===== src/rtl/writeback_stage.sv =====
// ============================================================================
//  Module      : writeback_stage
//  Description : MEM/WB pipeline register and register-file write port.
//                Captures one entry per cycle, selects load data or ALU
//                result as write data, and drives the decode register file.
//                Optional macro WB_RETIRE_COUNT_EN adds a 32-bit
//                retired-instruction counter and the retireCount port.
//  Revision    : 1.0 - initial release
// ============================================================================
`default_nettype none

module writeback_stage #(
  parameter int ZERO_GUARD = 1
) (
  input  logic        clk,
  input  logic        rst,
  input  logic        stall,
  input  logic        flush,
  input  logic        validIn,
  input  logic        RegWriteIn,
  input  logic        MemtoRegIn,
  input  logic [31:0] ReadDataIn,
  input  logic [31:0] ALUResultIn,
  input  logic [4:0]  WriteRegIn,
  output logic        RegWrite,
  output logic [4:0]  WriteReg,
  output logic [31:0] WriteData,
`ifdef WB_RETIRE_COUNT_EN
  output logic [31:0] retireCount,
`endif
  output logic        validOut
);

  // MEM/WB pipeline register contents
  logic        r_valid;
  logic        r_regWrite;
  logic        r_memtoReg;
  logic [31:0] r_readData;
  logic [31:0] r_aluResult;
  logic [4:0]  r_writeReg;

  logic        w_destNonZero;
  logic        w_guardOk;

  // Valid bit: flush forces a bubble even while stalled; stall otherwise holds.
  always_ff @(posedge clk) begin
    if (rst) begin
      r_valid <= 1'b0;
    end else if (flush) begin
      r_valid <= 1'b0;
    end else if (!stall) begin
      r_valid <= validIn;
    end
  end

  // Payload fields: load whenever not stalled, hold otherwise.
  always_ff @(posedge clk) begin
    if (rst) begin
      r_regWrite  <= 1'b0;
      r_memtoReg  <= 1'b0;
      r_readData  <= 32'd0;
      r_aluResult <= 32'd0;
      r_writeReg  <= 5'd0;
    end else if (!stall) begin
      r_regWrite  <= RegWriteIn;
      r_memtoReg  <= MemtoRegIn;
      r_readData  <= ReadDataIn;
      r_aluResult <= ALUResultIn;
      r_writeReg  <= WriteRegIn;
    end
  end

  // Register-file write port, driven straight from the held entry. A stalled
  // entry keeps RegWrite high; rewriting the same value is harmless.
  always_comb begin
    w_destNonZero = |r_writeReg;
    w_guardOk     = (ZERO_GUARD == 0) || w_destNonZero;
    RegWrite      = r_valid & r_regWrite & w_guardOk;
    WriteReg      = r_writeReg;
    WriteData     = r_memtoReg ? r_readData : r_aluResult;
    validOut      = r_valid;
  end

`ifdef WB_RETIRE_COUNT_EN
  logic        w_retire;
  logic [31:0] r_retireCount;

  // An entry leaves WB (retires) when it is valid and the stage advances,
  // or when a flush pushes a bubble in behind it. Held cycles do not count.
  always_comb begin
    w_retire = r_valid & (~stall | flush);
  end

  // Retired-instruction counter, wraps naturally at 32 bits.
  always_ff @(posedge clk) begin
    if (rst) begin
      r_retireCount <= 32'd0;
    end else if (w_retire) begin
      r_retireCount <= r_retireCount + 32'd1;
    end
  end

  assign retireCount = r_retireCount;
`endif

endmodule

`default_nettype wire


===== config.mk =====
export PLATFORM = sky130hd
export DESIGN_NAME = writeback_stage
export DESIGN_NICKNAME = d
export VERILOG_FILES = /design/src/rtl/writeback_stage.sv
export SDC_FILE = /design/constraint.sdc
export NUM_CORES = 1
export LEC_CHECK = 0
export ABC_CLOCK_PERIOD_IN_PS = 1100
export CELL_PAD_IN_SITES_DETAIL_PLACEMENT = 1
export CELL_PAD_IN_SITES_GLOBAL_PLACEMENT = 2
export CORE_MARGIN = 2
export CORE_UTILIZATION = 24
export DETAILED_ROUTE_END_ITERATION = 12
export GPL_TIMING_DRIVEN = 1
export HOLD_SLACK_MARGIN = 0.15
export PLACE_DENSITY = 0.76
export SETUP_SLACK_MARGIN = 0.2
export SLEW_MARGIN = 20
export SYNTH_ARGS = -nofsm -noshare
export SYNTH_HDL_FRONTEND = slang
export SYNTH_SLANG_ARGS = --single-unit

===== constraint.sdc =====
create_clock -name clk -period 1.1 [get_ports clk]
set_input_delay 0.22 -clock clk [delete_from_list [all_inputs] [get_ports clk]]
set_output_delay 0.22 -clock clk [all_outputs]
set_load 0.05 [all_outputs]

# Yosys cells after proc, flatten, opt, wreduce, memory -nomap -nowiden
# Index checks and enable logic that the tools add are counted.
# Widths: inputs -> output; s select.
[totals]
ff_bits = 72
in_bits = 76
out_inout_bits = 39
word_cells = 11
[op_classes]
mux = 1
n_bitwise = 2
reduce_logical = 2
[op_table]
columns = ["operator", "count"]
rows = [
  ["$mux 32", 1],
  ["$reduce_or 5->1", 1],
  ["$and 1x1->1", 2],
  ["$reduce_or 2->1", 1],
]

# Logic depth before layout (Yosys ltp)
[logic_depth]
depth_word = 2
depth_mapped = 4
ltp_nobuf = 2

# Least setup slack after synthesis
# Ideal clock, no wire load.
[synth_path]
path_type = "register -> output"
from = "register r_writeReg[4], in the netlist WriteReg[4]"
to = "output port RegWrite"
arrival_time_ns = 1.359
t_required_ns = 0.880
path_slack_ns = -0.479
path_stages_with_launch = 3
path_buffers = 0
cell_sequence = "dfxtp_1 > or3_1 > o311a_1"
[synth_between]
elab_chain_len = 2
[synth_rtl]
columns = ["item", "line", "text"]
rows = [
  ["start: declaration", "40", "logic [4:0] r_writeReg;"],
  ["start signal: assignment", "69", "r_writeReg <= WriteRegIn;"],
  ["$reduce_or 5->1", "76", "w_destNonZero = |r_writeReg;"],
  ["$and 1x1->1", "78", "RegWrite = r_valid & r_regWrite & w_guardOk;"],
  ["end: declaration", "25", "output logic RegWrite,"],
]
# No other way between the ends.

# Final worst setup path
# Ends and elaborated chain as after synthesis.

==> flow_summary.toml <==
[outcome]
status = "finished with violations"
violations = "negative setup slack"

[sta]
timing.final.hold_violations = 0
worst_slack_ns = -0.6205
worst_pin_slew_ns = 0.3109
min_period_ns = 1.721
finalCritPeriodShare_pct = 156.4
setup_violations = 38
rsz0062_at_grt = "yes"
hold-worst-slack_ns = 0.3022
timing.setup.tns_ns = -18.20
fmax_mhz = 581.2
skew_ns = 0
slew_headroom_pct = 79.27
slew_viol_final = 0

[cts]
clkTransAtPathRegs_ns = 0.05
cts_buffers = 9
htreeDepth = 3
clk_path_buf_depth = 2
insertion_delay_ns = 0.33
cts-root-buf = "clkbuf_16"
cts_tree = "done"
cts.hold.buffers_added = 0
cts_sinks = 72

[finish]
instances_no_fill = 550
final_cell_mix = "73 x clkdlybuf4s50_1, 72 x mux2i_1, 71 x nor2_1"
fill_cells = 1267
layout_commonest_cell = "clkdlybuf4s50_1"
area_growth_pct = 79.15
final_area_mm2 = 0.005301
regArea_mm2 = 0.001455
final_nets = 473
multi_input_area_mm2 = 0.001505
postLayoutCoreUtil_pct = 44.14
drive_above_1_share_pct = 29.85

[route]
viasPerCell = 4.402
route.detailed.drc = 0
postRouteAntennaNets = 0
num_vias = 2421
drt_iter0_markers = 47
wl_per_cell_um = 14.92
drt_pre_antenna_iters = 4
routed_wl_um = 8206

[floorplanning]
initial_core_util_pct = 24.64
io_pins = 115
die_height_um = 115.0
coreArea_mm2 = 0.01201
die-width_um = 115.0
die_area_mm2 = 0.01323
fp-row-count = 40

[setup_path]
worst-setup-path-type = "register to output pin"
cp_max_fo = 2
required_ns = 0.88
startpoint_type = "register"
r2r_slack_ns = 0.02
crit_arrival_ns = 1.50
critPathCaptureType = "output pin"

[placement]
placement.cell_area_mm2 = 0.004818
post-dp-hpwl_um = 5754
dpl.cell_count = 524
gp_congestion = 0.6857
io_buffers = 114
pre_cts_ws_ns = -0.2853

[power]
power_mw = 7.535
ir_worst_vdd_uv = 868.2
pwr_density_cell_mw_per_mm2 = 1421
power_leakage_nw = 2.333

[synthesis]
avgSynthCellArea_um2 = 10.96
synth.distinct_cells = 13
synthesis.nets = 346
synthesis.area_mm2 = 0.002959
ys_ff_latch = 72
synthesis.instances = 270
yosysWarnings = 0
ys_seq_area_share_pct = 48.71

[flow_run]
maxCapViolCount = 0

[global_routing]
first_global_vias = 2633
grt_usage_pct = 12.76
overflow = 0
grt_pass1_wl_um = 12730
antenna_found_initial = 1
grt_max_degree = 39

[hold_path]
hp-class = "input pin to register"
## worst paths after layout
| kind | from | to | cells after the start |
|---|---|---|---|
| setup / recovery | WriteReg[4] | RegWrite | 3 |
| setup reg to reg | WriteReg[4] | WriteReg[4] | 6 |
| hold / removal | rst | r_aluResult[19] | 3 |
| hold reg to reg | r_readData[29] | r_readData[29] | 2 |
## power by group
part           internal (mW)  switching, mW  total (mW)
sequential              2.77         0.0880        2.85
clock                   1.83           1.07        2.89
combinational           1.01          0.779        1.79
## state kept, by name, summed over array words and instances (netlist names)
signal	count
r_aluResult	32
WriteReg	5
r_regWrite	1
validOut	1
r_readData	32
r_memtoReg	1
## routing by layer
layer / vias to the layer above / part of all wire [%] / track usage [%]
met5: - / 0 / 0
met4: 0 / 1.2 / 4.900
met3: 9 / 7.2 / 5.799
met2: 75 / 53 / 21.92
met1: 1170 / 39 / 13.75
li1: 1167 / - / -
## worst max-delay path, cell delays in order, from the launching register on
cell and delay, ns:
dfxtp_2 0.32, or3_4 0.38, o311a_4 0.32, buf_8 0.15
## area by class of cell
type                       count  share of cell area (%)
multi-input combinational    178                   28.39
tap                          147                   3.469
sequential                    72                   27.45
timing repair buffer         136                   34.91
antenna                        1                 0.04720
clock buffer                  14                   5.546
clock inverter                 2                  0.1888
## what timing repair did
item                       CTS  global route
setup endpoints to repair   39            41
buffers inserted             4             3
hold endpoints to repair     0             0
pin swaps                    2             3
resized for setup            9             5
cloned                       2             0
## cells by family (layout without fill, tap and decap cells)
group	after synthesis	in the layout	share of synthesized area [%]
muxes	104	104	36.53
and+or+nand+nor	73	73	9.387
DFF	72	72	48.71
buffers and inverters	20	152	5.031
AOI/OAI and AO/OA	1	1	0.3383
other	0	1	0
## Yosys cell counts, drive strengths merged
cell,n,area (µm²)
clkbuf,4,16.26
mux2i,72,720.7
nor2,71,266.5
o311a,1,10.01
dfxtp,72,1441
or3,1,6.260
mux2,32,360.4
nor3,1,5.000
buf,16,132.6
(Power assumes the default switching activity.)
